File: src/rtl/mul_seq_32_if.sv
// Bundle for the sequential multiplier: issue-side start/busy/done plus the
// shared-adder operand/sum path.
interface mul_seq_32_if #(
  parameter int WIDTH = 32
);
  // start is taken only when busy=0 (IDLE or DONE); done pulses one cycle with
  // result valid, and result stays put until the next accepted start.
  logic               start;
  logic               sgn;
  logic [WIDTH-1:0]   op_a;
  logic [WIDTH-1:0]   op_b;
  logic               busy;
  logic               done;
  logic [2*WIDTH-1:0] result;
  logic [WIDTH-1:0]   add_a;
  logic [WIDTH-1:0]   add_b;
  logic               add_cin;
  logic [WIDTH-1:0]   add_s;
  logic               add_cout;
  logic [2:0]         dbg_state;

  modport slave (
    input  start, sgn, op_a, op_b, add_s, add_cout,
    output busy, done, result, add_a, add_b, add_cin, dbg_state
  );

  modport master (
    output start, sgn, op_a, op_b, add_s, add_cout,
    input  busy, done, result, add_a, add_b, add_cin, dbg_state
  );
endinterface

File: src/rtl/mul_seq_32.sv
// Iterative shift-and-add multiplier that borrows an external WIDTH-bit adder
// every cycle; signed operands are handled by magnitude conversion and fixup.
module mul_seq_32 #(
  parameter int WIDTH = 32
) (
  input  logic          clk,
  input  logic          rst,
  mul_seq_32_if.slave   bus
);
  localparam int CW = $clog2(WIDTH);
  localparam int MSB = WIDTH - 1;

  typedef enum logic [2:0] {
    IDLE = 3'd0,
    NEGA = 3'd1,
    NEGB = 3'd2,
    MUL  = 3'd3,
    NEGL = 3'd4,
    NEGH = 3'd5,
    DONE = 3'd6
  } state_t;

  state_t           state, state_nxt;
  logic [WIDTH-1:0] a_reg, a_nxt;
  logic [WIDTH-1:0] hi, hi_nxt;
  logic [WIDTH-1:0] lo, lo_nxt;
  logic [CW-1:0]    cnt, cnt_nxt;
  logic             neg, neg_nxt;
  logic             nb, nb_nxt;
  logic             c, c_nxt;
  logic             busy_r, done_r;
  logic [2*WIDTH-1:0] result_r;

  assign bus.busy      = busy_r;
  assign bus.done      = done_r;
  assign bus.result    = result_r;
  assign bus.dbg_state = state;

  always_comb begin
    state_nxt   = state;
    a_nxt       = a_reg;
    hi_nxt      = hi;
    lo_nxt      = lo;
    cnt_nxt     = cnt;
    neg_nxt     = neg;
    nb_nxt      = nb;
    c_nxt       = c;
    bus.add_a   = '0;
    bus.add_b   = '0;
    bus.add_cin = 1'b0;
    case (state)
      IDLE, DONE: begin
        if (bus.start) begin
          a_nxt   = bus.op_a;
          lo_nxt  = bus.op_b;
          hi_nxt  = '0;
          cnt_nxt = '0;
          neg_nxt = bus.sgn & (bus.op_a[MSB] ^ bus.op_b[MSB]);
          nb_nxt  = bus.sgn & bus.op_b[MSB];
          if (bus.sgn && bus.op_a[MSB])      state_nxt = NEGA;
          else if (bus.sgn && bus.op_b[MSB]) state_nxt = NEGB;
          else                               state_nxt = MUL;
        end else begin
          state_nxt = IDLE;
        end
      end
      NEGA: begin
        bus.add_a   = ~a_reg;
        bus.add_cin = 1'b1;
        a_nxt       = bus.add_s;
        state_nxt   = nb ? NEGB : MUL;
      end
      NEGB: begin
        bus.add_a   = ~lo;
        bus.add_cin = 1'b1;
        lo_nxt      = bus.add_s;
        state_nxt   = MUL;
      end
      MUL: begin
        // The adder carry becomes the new top bit as the pair shifts right.
        bus.add_a = hi;
        bus.add_b = lo[0] ? a_reg : '0;
        hi_nxt    = {bus.add_cout, bus.add_s[MSB:1]};
        lo_nxt    = {bus.add_s[0], lo[MSB:1]};
        cnt_nxt   = cnt + CW'(1);
        if (cnt == CW'(WIDTH - 1)) state_nxt = neg ? NEGL : DONE;
      end
      NEGL: begin
        bus.add_a   = ~lo;
        bus.add_cin = 1'b1;
        lo_nxt      = bus.add_s;
        c_nxt       = bus.add_cout;
        state_nxt   = NEGH;
      end
      NEGH: begin
        bus.add_a   = ~hi;
        bus.add_cin = c;
        hi_nxt      = bus.add_s;
        state_nxt   = DONE;
      end
      default: state_nxt = IDLE;
    endcase
  end

  always_ff @(posedge clk) begin
    if (rst) begin
      state    <= IDLE;
      a_reg    <= '0;
      hi       <= '0;
      lo       <= '0;
      cnt      <= '0;
      neg      <= 1'b0;
      nb       <= 1'b0;
      c        <= 1'b0;
      busy_r   <= 1'b0;
      done_r   <= 1'b0;
      result_r <= '0;
    end else begin
      state  <= state_nxt;
      a_reg  <= a_nxt;
      hi     <= hi_nxt;
      lo     <= lo_nxt;
      cnt    <= cnt_nxt;
      neg    <= neg_nxt;
      nb     <= nb_nxt;
      c      <= c_nxt;
      busy_r <= (state_nxt != IDLE) && (state_nxt != DONE);
      done_r <= (state_nxt == DONE);
      // DONE is only ever entered from a busy state, so this loads once per op.
      if (state_nxt == DONE) result_r <= {hi_nxt, lo_nxt};
    end
  end
endmodule

File: src/flat_wrapper.sv
// flat-port wrapper written by rule: the top's interface ports become plain ports
module mul_seq_32_flat 
#(
  parameter int WIDTH = 32
)
  (clk, rst, bus_start, bus_sgn, bus_op_a, bus_op_b, bus_add_s, bus_add_cout, bus_busy, bus_done, bus_result, bus_add_a, bus_add_b, bus_add_cin, bus_dbg_state);
  mul_seq_32_if #(.WIDTH(WIDTH)) bus_i ();
  input  logic clk;
  input  logic rst;
  input wire logic [$bits(bus_i.start)-1:0] bus_start;
  input wire logic [$bits(bus_i.sgn)-1:0] bus_sgn;
  input wire logic [$bits(bus_i.op_a)-1:0] bus_op_a;
  input wire logic [$bits(bus_i.op_b)-1:0] bus_op_b;
  input wire logic [$bits(bus_i.add_s)-1:0] bus_add_s;
  input wire logic [$bits(bus_i.add_cout)-1:0] bus_add_cout;
  output wire logic [$bits(bus_i.busy)-1:0] bus_busy;
  output wire logic [$bits(bus_i.done)-1:0] bus_done;
  output wire logic [$bits(bus_i.result)-1:0] bus_result;
  output wire logic [$bits(bus_i.add_a)-1:0] bus_add_a;
  output wire logic [$bits(bus_i.add_b)-1:0] bus_add_b;
  output wire logic [$bits(bus_i.add_cin)-1:0] bus_add_cin;
  output wire logic [$bits(bus_i.dbg_state)-1:0] bus_dbg_state;
  assign bus_i.start = bus_start;
  assign bus_i.sgn = bus_sgn;
  assign bus_i.op_a = bus_op_a;
  assign bus_i.op_b = bus_op_b;
  assign bus_i.add_s = bus_add_s;
  assign bus_i.add_cout = bus_add_cout;
  assign bus_busy = bus_i.busy;
  assign bus_done = bus_i.done;
  assign bus_result = bus_i.result;
  assign bus_add_a = bus_i.add_a;
  assign bus_add_b = bus_i.add_b;
  assign bus_add_cin = bus_i.add_cin;
  assign bus_dbg_state = bus_i.dbg_state;
  mul_seq_32 #(.WIDTH(WIDTH)) u_core (.clk(clk), .rst(rst), .bus(bus_i));
endmodule
File: config.mk
export PLATFORM = sky130hd
export DESIGN_NAME = mul_seq_32_flat
export DESIGN_NICKNAME = d
export VERILOG_FILES = /design/src/rtl/mul_seq_32_if.sv /design/src/rtl/mul_seq_32.sv /design/src/flat_wrapper.sv
export SDC_FILE = /design/constraint.sdc
export NUM_CORES = 1
export LEC_CHECK = 0
export BUFFER_PORTS_ARGS = -buffer_cell sky130_fd_sc_hd__buf_4
export CORE_UTILIZATION = 35
export DETAILED_ROUTE_END_ITERATION = 10
export REMOVE_ABC_BUFFERS = 1
export SETUP_SLACK_MARGIN = 0.2
export SLEW_MARGIN = 20
export SYNTH_ARGS = -nofsm -noshare
export SYNTH_HDL_FRONTEND = slang
export SYNTH_SLANG_ARGS = --single-unit
export TNS_END_PERCENT = 100
File: constraint.sdc
create_clock -name clk -period 3.1 [get_ports clk]
set_clock_uncertainty 0.1 [all_clocks]
set_input_delay 0.155 -clock clk [delete_from_list [all_inputs] [get_ports clk]]
set_output_delay 0.155 -clock clk [all_outputs]
set_load 0.02 [all_outputs]
==> Yosys cells after proc, flatten, opt, wreduce, memory -nomap -nowiden <==
Index checks and enable logic that the tools add are counted.
{ "totals": {"reg_bits": 173, "input_bits": 101} }
{ "classes": {"add_sub_neg": 1, "n_eq_ne": 10, "muxes": 19, "n_bitwise": 6, "reduce_logical": 13} }
{ "ops": {"columns": ["operator", "count"], "rows": [
  ["$pmux 32 s3", 2],
  ["$mux 32", 5],
  ["$pmux 32 s4", 1],
  ["$not 32->32", 3],
  ["$pmux 32 s2", 1],
  ["$pmux 3 s6", 1],
  ["$eq 3x3->1 const B", 4],
  ["$pmux 5 s2", 1],
  ["$mux 3", 3],
  ["$eq 3x2->1 const B", 2],
  ["$reduce_and 2->1", 3],
  ["$add 5x1->5 const B", 1],
  ["$eq 5x5->1 const B", 1],
  ["$mux 5", 1],
  ["$reduce_bool 2->1", 2],
  ["$reduce_or 2->1", 2],
  ["$eq 3x1->1 const B", 1],
  ["$logic_and 1x1->1", 3],
  ["$logic_not 3->1", 1],
  ["$ne 3x3->1 const B", 1],
  ["$reduce_bool 3->1", 1],
  ["$reduce_or 3->1", 1],
  ["$and 1x1->1", 2],
  ["$mux 1", 2],
  ["other kinds (4)", 4]
]} }

==> Longest topological paths before layout <==
Gate-level depths: netlist of run 1.
{ "logic_depth": {"depth_word": 7, "mapped_depth": 9} }

==> Worst setup path after synthesis of run 1 <==
No wires, ideal clock.
{ "synth_timing": {"path_type": "register to output", "start": "reg u_core.state[0] (netlist: u_core.bus.dbg_state[0])", "end": "out bus_add_a[10]", "t_arrival_ns": 1.781, "setup_slack_ns": 1.064, "path_stages_with_launch": 8, "path_buffers": 5, "path_cell_list": "dfxtp_1 -> buf_4 -> buf_4 -> buf_2 -> buf_2 -> buf_2 -> a21oi_1 -> o22ai_1"} }
{ "synth_via": {"elab_chain_len": 3, "elab_cells_between_ends": 7, "classes_between": "eq/ne (5); mux (1); reduce/logical (1)"} }
{ "synth_rtl": {"columns": ["item", "line", "text"], "rows": [
  ["from (decl)", "mul_seq_32.sv:23", "state_t state, state_nxt;"],
  ["from (signal assigned)", "mul_seq_32.sv:119", "state <= state_nxt;"],
  ["$eq 3x2->1 or $eq 3x3->1 (tied branches)", "mul_seq_32.sv:51", "case (state)"],
  ["$reduce_or 2->1 (no source line)", null, null],
  ["$pmux 32 s4 (*)", "mul_seq_32.sv:51", null],
  ["to (decl)", "flat_wrapper.sv:19", "output wire logic [$bits(bus_i.add_a)-1:0] bus_add_a;"]
]} }
Every way passes the cells marked *; elsewhere a longest branch is shown, timed or not.

==> Final worst setup path of run 1 <==
{ "layout_timing": {"start": "reg u_core.state[2] (netlist: u_core.bus.dbg_state[2])", "end": "reg u_core.a_reg[10]"} }
{ "layout_via": {"elab_chain_len": 4, "elab_cells_between_ends": 8, "classes_between": "eq/ne (3); mux (1); reduce/logical (4)"} }
{ "layout_rtl": {"columns": ["item", "line", "text"], "rows": [
  ["$eq 3x3->1 or $logic_not 3->1 (tied branches)", "mul_seq_32.sv:51", null],
  ["$reduce_or 2->1", "mul_seq_32.sv:51", null],
  ["$ne 2x2->1 (no source line) or $reduce_bool 2->1 (tied branches)", null, null],
  ["$reduce_and 2->1 (no source line)", null, null],
  ["to (signal assigned)", "mul_seq_32.sv:120", "a_reg <= a_nxt;"],
  ["to (decl)", "mul_seq_32.sv:24", "logic [WIDTH-1:0] a_reg, a_nxt;"]
]} }
Several ways; a longest one is shown, not always the timed one.
A chain may end at the register's enable or synchronous reset.

==> results of run 1 <==
==> where the power goes <==
part	leakage, nW	switching, mW	total [mW]	internal [mW]
Combinational	3.34	1.10	1.99	0.883
Sequential	1.41	0.145	2.51	2.36
Clock	0.259	0.983	2.05	1.07
==> cell families (layout without fill, tap and decap cells) <==
kind of cell             after synthesis  count (layout)  synth area share, %
flip-flops                           173             173                39.53
AO/OA/AOI/OAI                        375             375                32.32
AND/OR/NAND/NOR                      358             358                17.28
XOR/XNOR                               2               2               0.4142
multiplexers                          35              35                4.213
buffers and inverters                113             413                5.955
adder cells (fa/ha/maj)                2               2               0.2856
==> metal layers <==
metal | track usage, % | wire (um)
met1 | 32.00 | 14170
met2 | 40.12 | 14990
met3 | 4.883 | 1900
met4 | 5.714 | 215
met5 | 0 | 0
==> placed cells by master (no fill, tap or decap), types with 2 or more instances in the layout <==
cell / n
a22o_1: 33
o22ai_1: 32
dfxtp_4: 2
mux2i_1: 22
a21oi_1: 85
a221oi_2: 18
buf_12: 6
nand3_1: 5
dfxtp_1: 170
inv_6: 7
o21ai_0: 4
ha_1: 2
a221oi_1: 3
and2_1: 32
clkbuf_1: 2
a311oi_1: 33
clkinvlp_4: 3
buf_6: 2
o2bb2ai_1: 21
buf_4: 261
nor2_1: 218
nand2b_2: 3
a22oi_1: 32
o21bai_1: 32
mux2_2: 12
clkbuf_16: 17
dlygate4sd3_1: 110
nand2_1: 85
a211oi_1: 65
nor2b_4: 2
clkinv_4: 2
a222oi_1: 11
and3_1: 3
==> metrics by stage <==
step / TNS, ns / worst slack [ns] / cell area [sq um] / hold WS, ns
finish: 0 / 0.4105 / 12450 / 0.01368
global route: 0 / 0.2382 / 12450 / 0.009689
CTS: 0 / 0.2978 / 12410 / 0.0008967
detailed placement: 0 / 0.6901 / 10760 / 0.3153
global placement: 0 / 0.7380 / 10760 / 0.3101
floorplan: -610.98 / -3.296 / 8247 / 0.1241
==> what timing repair did <==
| item | 4_1_cts | 5_1_grt |
|---|---|---|
| endpoints found under the setup margin | 0 | 7 |
| resized for setup | 0 | 2 |
| hold buffers | 110 | 0 |
| setup buffers | 0 | 4 |
| endpoints found under the hold margin | 68 | 0 |
==> final cells by class <==
class / count / area (sq um)
clock buffer: 20 / 446.7
clock inverter: 12 / 101.3
fill: 2378 / 12010
inverter: 2 / 7.507
multi-input combinational: 772 / 4812
sequential: 173 / 3472
tap: 324 / 405.4
timing repair buffer: 379 / 3203
==> worst reg2reg max path: cells and delay by family, from the launching register on <==
kind                   cells  cell delay (ns)
AO/OA/AOI/OAI              1             0.28
buffers and inverters      2             0.95
AND/OR/NAND/NOR            2             0.47
XOR/XNOR                   1             0.22
flip-flops                 1             0.61
==> path summary, 6_finish.rpt <==
kind	from	to	slack (ns)	depth (start not counted)
max	u_core.bus.dbg_state[2]	u_core.a_reg[10]	0.41	6
min	bus_add_s[16]	u_core.lo[16]	0.01	4
max reg2reg	u_core.bus.dbg_state[2]	u_core.a_reg[10]	0.41	6
min reg2reg	u_core.nb	u_core.nb	0.36	2
==> metrics.md, run 1 <==
| Metric | Value |
|---|---|
| Status | finished clean |
| Power per cell area | 526.0 nW/um^2 |
| Final Hold Fails | 0 |
| RSZ-0062 raised after global routing | false |
| Post-Syn Instances | 1058 |
| Clk_lat worst skew | ~0.44 ns |
| Diode count | 0 |
| Data arrival time of the worst path | 2.97 ns |
| Relative slew slack | 45.61% |
| Crit-path cells | xnor2_4, and2_4, buf_4, nand2_1, a311oi_1, dlygate4sd3_1 |
| Iter 0 DRT Violations | 634 |
| YS warnings | 0 |
| FP Rows | 57 |
| Seq/Total Area, Yosys | 39.53% |
| Slew Viols, Final | 0 |
| Crit share post-route | 86.76% |
| Async set-reset flop share out of synthesis | 0% |
| Max Fclk | 371.8 MHz |
| Delay-heaviest family, CP | buffers and inverters |
| Crit-path max cell delay | 0.61 ns |
| Number of enable flip-flop cells after synthesis | 0 |
| Yosys top cell by area | dfxtp_1 |
| Routability Congestion | roughly 0.80 |
| Crit start category | flop |
| Port bufs | 234 |
| CTS tree | yes |
| Num ports | 235 |
| Crit path max fanout | 21 |
| Crit Path Category | flop to flop |
| Die Y | between 150 and 200 um |
| Die Wd | roughly 160 um |
| Vias per Instance | 5.419 |
| Synth Cell Area | 8761 sq um |
| Vias | 9115 |
| Cts bufs inserted | 17 |
| Clock transition at path regs | 0.08 ns |
| Drt wl/cell | 18.59 um |
| Total GRT Usage | 24.16% |
| Crit end category | flop |
| Global-route wire length before repair | 48930 um |
| Area Growth Syn to Fin | 42.09% |
| # H-tree levels | 4 |
| Slowest stage cell, crit path | dfxtp_2 |
| CP Buf/Inv Count | 2 |
| Share of cells above drive strength 1 | 25.48% |
| Finished Layout Cells | 1682 |
| Layout Nets | around 1400 |
| ANT nets after route | 0 |
| Placed insts | 1536 |
| HPWL Detailed | 20170 um |
| Drt pass-1 iters | 5 |
| CTS sink count | around 170 |
| Synth top cells by count | 218 x nor2_1, 173 x dfxtp_1, 86 x nand2_1, 85 x a21oi_1, 65 x a211oi_1 |
| Ranking of synthesized cells by area | dfxtp_1 40%, nor2_1 9.3%, a211oi_1 5.6% |
| Slew @ Worst Pin | 0.8159 ns |
| Syn_area_per_cell | 8.281 sq um |
| Max reg flops | 64 |
| Most frequent cell after synthesis | nor2_1 |
| Tmin final | 2.690 ns |
| Max cap viols | 0 |
| Total power | 6.548 mW |
| WP data required | 3.38 ns |
| Total gr overflow | 0 |
| Vias in the first global route | 8870 |
| Clk root buf | clkbuf_16 |
| Worst hold path type | input port to flop |
| VDD IR max | between 0.0002 and 0.0003 V |
| Pin count of the biggest net entering global routing | 103 |
| Clk buf depth | 2 |
| Netlist cell types | 46 |
| Leak pwr | 5.014 nW |
| # DRC | 0 |
| Final wirelength | between 30000 and 40000 um |
| Die outline area | 25670 sq um |
| Setup Viol. Count Final | 0 |
| Core area | 24460 sq um |
| Share of Yosys cell area claimed by the top area cell type | 39.53% |
| Dominant synthesized flop cell | dfxtp_1 |
| Initial Utilization | 35.81% |
| Seq cells post-synth | 173 |
| Final Util | about half |
| Antenna violations before repair | 0 |
No activity file was read; power rests on OpenSTA's default activity.
==> inputs of run 2 (changes only) <==
--- a/config.mk
+++ b/config.mk
@@ -5,6 +5,7 @@
 export SDC_FILE = /design/constraint.sdc
 export NUM_CORES = 1
 export LEC_CHECK = 0
+export ABC_AREA = 1
 export BUFFER_PORTS_ARGS = -buffer_cell sky130_fd_sc_hd__buf_4
 export CORE_UTILIZATION = 35
 export DETAILED_ROUTE_END_ITERATION = 10
==> metrics.md, run 2 <==
| Metric | Value |
|---|---|
| Status | finished clean (unchanged) |
| Diode count | 0 (unchanged) |
| Die Y | 159.5 um (was 160.2 um) |
| Tmin final | 2.718 ns (was 2.690 ns) |
| Vias per Instance | 5.064 (was 5.419) |
| Dominant synthesized flop cell | dfxtp_1 (unchanged) |
| Die Wd | 159.5 um (was 160.2 um) |
| Synth top cells by count | 351 x nand2_1, 286 x nor2_1, 173 x dfxtp_1, 130 x o21ai_0, 105 x inv_1 (was 218 x nor2_1, 173 x dfxtp_1, 86 x nand2_1, 85 x a21oi_1, 65 x a211oi_1) |
| ANT nets after route | 0 (unchanged) |
| Netlist cell types | 27 (was 46) |
| Vias | 9906 (was 9115) |
| Global-route wire length before repair | 51040 um (was 48930 um) |
| HPWL Detailed | 20030 um (was 20170 um) |
| Setup Viol. Count Final | 0 (unchanged) |
| Commonest non-fill, non-tap cell in the layout | nand2_1 (was buf_4) |
| Power per cell area | 607.2 nW/um^2 (was 526.0 nW/um^2) |
| Area after DPL | 10680 sq um (was 10760 sq um) |
| Slew Viols, Final | 0 (unchanged) |
| Final Cell Area | 11950 sq um (was 12450 sq um) |
| Post-Syn Instances | 1376 (was 1058) |
| Total power | 7.254 mW (was 6.548 mW) |
| Crit end category | output pin (was flop) |
| Clk root buf | clkbuf_16 (unchanged) |
| Core area | 24320 sq um (was 24460 sq um) |
| Clock transition at path regs | 0.07 ns (was 0.08 ns) |
| Relative slew slack | 41.04% (was 45.61%) |
| Drt pass-1 iters | 5 (unchanged) |
| Clk_lat worst skew | 0.43 ns (was 0.44 ns) |
| Routability Congestion | 0.8185 (was 0.8001) |
| Multi-input logic area | 4404 sq um (was 4812 sq um) |
| Setup TNS | 0 ns (unchanged) |
| Crit share post-route | 87.69% (was 86.76%) |
| Max Fclk | 367.9 MHz (was 371.8 MHz) |
| Crit start category | flop (unchanged) |
| Slew @ Worst Pin | 0.8843 ns (was 0.8159 ns) |
| Cts bufs inserted | 17 (unchanged) |
| YS warnings | 0 (unchanged) |
| Antenna violations before repair | 0 (unchanged) |
| Total gr overflow | 0 (unchanged) |
| Final Hold Fails | 0 (unchanged) |
| Hold Slack | 0.02660 ns (was 0.01368 ns) |
| Register area | 3465 sq um (was 3472 sq um) |
| VDD IR max | 0.0003471 V (was 0.0002660 V) |
| Most frequent cell after synthesis | nand2_1 (was nor2_1) |
| Iter 0 DRT Violations | 712 (was 634) |
| Port bufs | 234 (unchanged) |
| # DRC | 0 (unchanged) |
| Setup WS pre-CTS | 0.5958 ns (was 0.6901 ns) |
| Share of Yosys cell area claimed by the top area cell type | 39.90% (was 39.53%) |
| Data arrival time of the worst path | 2.46 ns (was 2.97 ns) |
| Async set-reset flop share out of synthesis | 0% (unchanged) |
| Seq/Total Area, Yosys | 39.90% (was 39.53%) |
| Vias in the first global route | 9395 (was 8870) |
| RSZ-0062 raised after global routing | false (unchanged) |
| Final worst-path setup slack | 0.3815 ns (was 0.4105 ns) |
| Ranking of synthesized cells by area | dfxtp_1 40%, nand2_1 15%, nor2_1 12% (was dfxtp_1 40%, nor2_1 9.3%, a211oi_1 5.6%) |
| FP Rows | 57 (unchanged) |
| Crit path max fanout | 28 (was 21) |
| Share of cells above drive strength 1 | 19.00% (was 25.48%) |
| Number of enable flip-flop cells after synthesis | 0 (unchanged) |
| Area Growth Syn to Fin | 37.64% (was 42.09%) |
| Final wirelength | 32250 um (was 31270 um) |
| # fillers | 2539 (was 2378) |
| Initial Utilization | 35.69% (was 35.81%) |
| Max cap viols | 0 (unchanged) |
| Drt wl/cell | 16.49 um (was 18.59 um) |
| Yosys top cell by area | dfxtp_1 (unchanged) |
| CTS tree | yes (unchanged) |
| Synth Cell Area | 8680 sq um (was 8761 sq um) |
| Max reg flops | 64 (unchanged) |
| Num ports | 235 (unchanged) |
| Die outline area | 25430 sq um (was 25670 sq um) |
| Seq cells post-synth | 173 (unchanged) |
| CTS sink count | 173 (unchanged) |
| # H-tree levels | 4 (unchanged) |
| Worst hold path type | input port to flop (unchanged) |
| Leak pwr | 5.145 nW (was 5.014 nW) |
| Total GRT Usage | 25.39% (was 24.16%) |
| Syn_area_per_cell | 6.308 sq um (was 8.281 sq um) |
| Crit Path Category | flop to output pin (was flop to flop) |
| Clk buf depth | 2 (unchanged) |
| Most frequent cells in the layout | 349 x nand2_1, 286 x nor2_1, 251 x buf_4, 172 x dfxtp_1, 130 x o21ai_0 (was 261 x buf_4, 218 x nor2_1, 170 x dfxtp_1, 110 x dlygate4sd3_1) |
| WP data required | 2.84 ns (was 3.38 ns) |
| Pin count of the biggest net entering global routing | 71 (was 103) |
| Layout Nets | 1722 (was 1448) |
[run 2: cell types whose count changed after synthesis, moves of 32 or more]
cell      delta
a211oi_1    -65
a311oi_1    -33
o21bai_1    -32
inv_1      +104
and2_1      -33
o21ai_0    +126
o21ai_1     +61
a22o_1      -33
a21oi_1     -71
nand2_1    +265
nor2_1      +68
nand3_1     +93
[run 2: cell type report]
cell class                      count  area share [%]
Multi-Input combinational cell    997           36.87
Sequential cell                   173           29.00
Clock inverter                     14           1.728
Clock buffer                       18           3.676
Timing Repair Buffer              318           21.81
Tap cell                          324           3.393
Inverter                          112           3.530
[run 2: logic make-up (layout without fill, tap and decap cells)]
group / Yosys count / after routing / share of synthesized area (%)
AOI/OAI and AO/OA: 245 / 245 / 15.77
adders and majority gates: 2 / 2 / 0.2883
buffers and inverters: 206 / 462 / 9.558
DFF: 173 / 173 / 39.90
and+or+nand+nor: 750 / 750 / 34.48
[run 2: path summary, 6_finish.rpt]
check / endpoint / slack [ns] / cells past startpoint / start
worst max-delay path: bus_add_a[0] / 0.38 / 7 / u_core.bus.dbg_state[0]
worst min-delay path: u_core.lo[10] / 0.03 / 5 / bus_add_s[10]
worst max register to register: u_core.bus.result[43] / 0.54 / 8 / u_core.bus.dbg_state[0]
worst min register to register: u_core.c / 0.36 / 2 / u_core.c
[run 2: power by group]
group          total [mW]  switching [mW]  internal [mW]
combinational        2.28            1.50          0.783
clock                2.36           0.972           1.39
sequential           2.61           0.170           2.44
total                7.25            2.64           4.61
[run 2: metrics by stage]
stage	util, %	instances
detailed placement	43.92	1862
finish	49.12	1956
floorplan	-	1282
global route	49.12	1956
global placement	43.92	1862
CTS	49.12	1956
[run 2: worst max-delay path: stages, from the launching register on]
cell and delay [ns]:
dfxtp_1 0.39, nor2_1 0.22, nand2_1 0.15, nand2_2 0.37
buf_4 0.41, nand2_1 0.09, o2111ai_1 0.17, buf_4 0.22
[run 2: layer usage]
layer	global-route usage, %	vias up	wire (um)
met2	40.63	399	14510
met4	5.813	0	427
met3	4.637	37	2292
li1	-	4890	-
met1	35.27	4580	15020
met5	0	-	0
[run 2: repair_timing]
item                      in CTS  in global routing
resized for setup              0                  0
hold buffers                  62                  0
setup buffers                  0                  0
hold endpoints to repair      86                  0
==> inputs of run 3 (changes only) <==
--- a/config.mk
+++ b/config.mk
@@ -7,6 +7,7 @@
 export LEC_CHECK = 0
 export ABC_AREA = 1
 export BUFFER_PORTS_ARGS = -buffer_cell sky130_fd_sc_hd__buf_4
+export CORE_MARGIN = 5
 export CORE_UTILIZATION = 35
 export DETAILED_ROUTE_END_ITERATION = 10
 export REMOVE_ABC_BUFFERS = 1
==> metrics.md, run 3 (synthesized netlist as in run 2, its figures left out) <==
| Metric | Value |
|---|---|
| Setup TNS | 0 ns (unchanged) |
| Global-route wire length before repair | 51770 um (was 51040 um) |
| Vias per Instance | 5.029 (was 5.064) |
| Relative slew slack | 39.43% (was 41.04%) |
| Num ports | 235 (unchanged) |
| Slew @ Worst Pin | 0.9085 ns (was 0.8843 ns) |
| HPWL Detailed | 21480 um (was 20030 um) |
| Multi-input logic area | 4404 sq um (unchanged) |
| CTS tree | yes (unchanged) |
| Crit share post-route | 87.39% (was 87.69%) |
| Max Fclk | 369.1 MHz (was 367.9 MHz) |
| Routability Congestion | 0.8377 (was 0.8185) |
| Drt pass-1 iters | 5 (unchanged) |
| VDD IR max | 0.0003515 V (was 0.0003471 V) |
| Number of gates resized after CTS | 0 (unchanged) |
| Postcts setup bufs | 0 (unchanged) |
| Setup slack, reg-to-reg | 0.77 ns (was 0.54 ns) |
| Delay-heaviest family, CP | buffers and inverters (was simple AND/OR/NAND/NOR gates) |
| Stages on the worst setup path | 7 (unchanged) |
| Crit start category | flop (unchanged) |
| Power per cell area | 596.4 nW/um^2 (was 607.2 nW/um^2) |
| Total gr overflow | 0 (unchanged) |
| Pin count of the biggest net entering global routing | 69 (was 71) |
| Placed insts | 1862 (unchanged) |
| Crit-path max cell delay | 0.45 ns (was 0.41 ns) |
| Port bufs | 234 (unchanged) |
| Crit end category | output pin (unchanged) |
| Status | finished clean (unchanged) |
| CP Buf/Inv Count | 4 (was 2) |
| Layout Nets | 1723 (was 1722) |
| RSZ-0062 raised after global routing | false (unchanged) |
| Setup Viol. Count Final | 0 (unchanged) |
| Max reg flops | 64 (unchanged) |
| Clk buf depth | 2 (unchanged) |
| Clk_lat worst skew | 0.42 ns (was 0.43 ns) |
| Crit Path Category | flop to output pin (unchanged) |
| Max cap viols | 0 (unchanged) |
| Die Wd | 167.5 um (was 159.5 um) |
| # DRC | 0 (unchanged) |
| Clock transition at path regs | 0.07 ns (about the same) |
| FP Rows | 57 (unchanged) |
| WP data required | 2.84 ns (about the same) |
| Worst R2R Path Depth | 10 (was 8) |
| Total GRT Usage | 22.98% (was 25.39%) |
| Crit-path cells | inv_2, nand2_2, inv_2, nand2_4, buf_4, o2111ai_1, buf_4 (was nor2_1, nand2_1, nand2_2, buf_4, nand2_1, o2111ai_1, buf_4) |
| Die outline area | 28050 sq um (was 25430 sq um) |
| CTS sink count | 173 (unchanged) |
| # H-tree levels | 4 (unchanged) |
| # fillers | 2544 (was 2539) |
| Clk root buf | clkbuf_16 (unchanged) |
| Leak pwr | 5.125 nW (was 5.145 nW) |
| Slew Viols, Final | 0 (unchanged) |
| Iter 0 DRT Violations | 659 (was 712) |
| Tmin final | 2.709 ns (was 2.718 ns) |
| Finished Layout Cells | 1955 (was 1956) |
| Vias in the first global route | 9464 (was 9395) |
| Antenna violations before repair | 0 (unchanged) |
| Area Growth Syn to Fin | 36.98% (was 37.64%) |
| Final wirelength | 33390 um (was 32250 um) |
| Vias | 9831 (was 9906) |
| Drt wl/cell | 17.08 um (was 16.49 um) |
| Final Hold Fails | 0 (unchanged) |
| Slowest stage cell, crit path | buf_4 (unchanged) |
| ANT nets after route | 0 (unchanged) |
| Cts bufs inserted | 17 (unchanged) |
| Register area | 3465 sq um (unchanged) |
| Commonest non-fill, non-tap cell in the layout | nand2_1 (unchanged) |
| Core area | 24390 sq um (was 24320 sq um) |
| Die Y | 167.5 um (was 159.5 um) |
| Data arrival time of the worst path | 2.45 ns (was 2.46 ns) |
| Cells on Worst Hold Path | 5 (unchanged) |
| Worst hold path type | input port to flop (unchanged) |
| Crit path max fanout | 37 (was 28) |
| Initial Utilization | 35.59% (was 35.69%) |
| Share of cells above drive strength 1 | 18.82% (was 19.00%) |
| Most frequent cells in the layout | 349 x nand2_1, 286 x nor2_1, 252 x buf_4, 172 x dfxtp_1, 130 x o21ai_0 (was 349 x nand2_1, 286 x nor2_1, 251 x buf_4, 172 x dfxtp_1, 130 x o21ai_0) |
| Diode count | 0 (unchanged) |
[run 3: cell count changes in the layout (fill, tap and decap cells not counted)]
cell and delta:
clkinv_2 +1, clkbuf_1 +1, buf_12 -1, inv_8 -2, dlygate4sd3_1 +1, bufinv_16 -2
buf_4 +1, clkbuf_8 +3, clkinvlp_4 -3
[run 3: path summary, 6_finish.rpt]
| check | start | endpoint |
|---|---|---|
| worst max register to register | u_core.cnt[0] | u_core.bus.result[49] |
| worst min-delay path | bus_op_a[3] | u_core.a_reg[3] |
| worst min register to register | u_core.c | u_core.c |
| worst max-delay path | u_core.bus.dbg_state[1] | bus_add_a[2] |
[run 3: stage by stage]
step                      instance area (sq um)  setup slack [ns]  hold slack (ns)  power (mW)  utilization (%)
after global routing                      11890            0.2848          0.05463       7.460            48.74
after detailed placement                  10670            0.7974           0.3579       4.871            43.74
after global placement                    10670            0.8588           0.3531       4.865            43.74
final                                     11890            0.3910          0.01692       7.090            48.74
after CTS                                 11890            0.4288         0.004709       7.130            48.74
after floorplan                            8270            0.1388           0.1241       3.847                -
[run 3: metal layers]
metal	GRT usage, %	part of all wire, %	vias to the layer above
met2	37.43	45	384
li1	-	-	4880
met4	5.046	1.3	0
met3	4.196	7.5	29
met1	31.95	46	4538
met5	0	0	-
[run 3: report_power, final]
part / internal (mW) / switching, mW
sequential: 2.44 / 0.172
combinational: 0.778 / 1.51
clock: 1.27 / 0.921
total: 4.49 / 2.60
[run 3: what timing repair did]
| action | CTS | global route |
|---|---|---|
| hold buffers | 63 | 0 |
| setup endpoints to repair | 0 | 0 |
| endpoints found under the hold margin | 78 | 0 |
[run 3: tightest hold or removal path: stages]
cell and delay, ns:
buf_4 0.08, nand2_1 0.06, o21ai_0 0.07, nor2_1 0.05, nor2_1 0.09
[run 3: final cells by class]
type,instances,share of cell area (%)
Timing Repair Buffer,319,21.89
Sequential cell,173,29.14
Clock inverter,8,0.8945
Clock buffer,22,4.073
Inverter,112,3.547
Tap cell,324,3.410
Multi-Input combinational cell,997,37.04
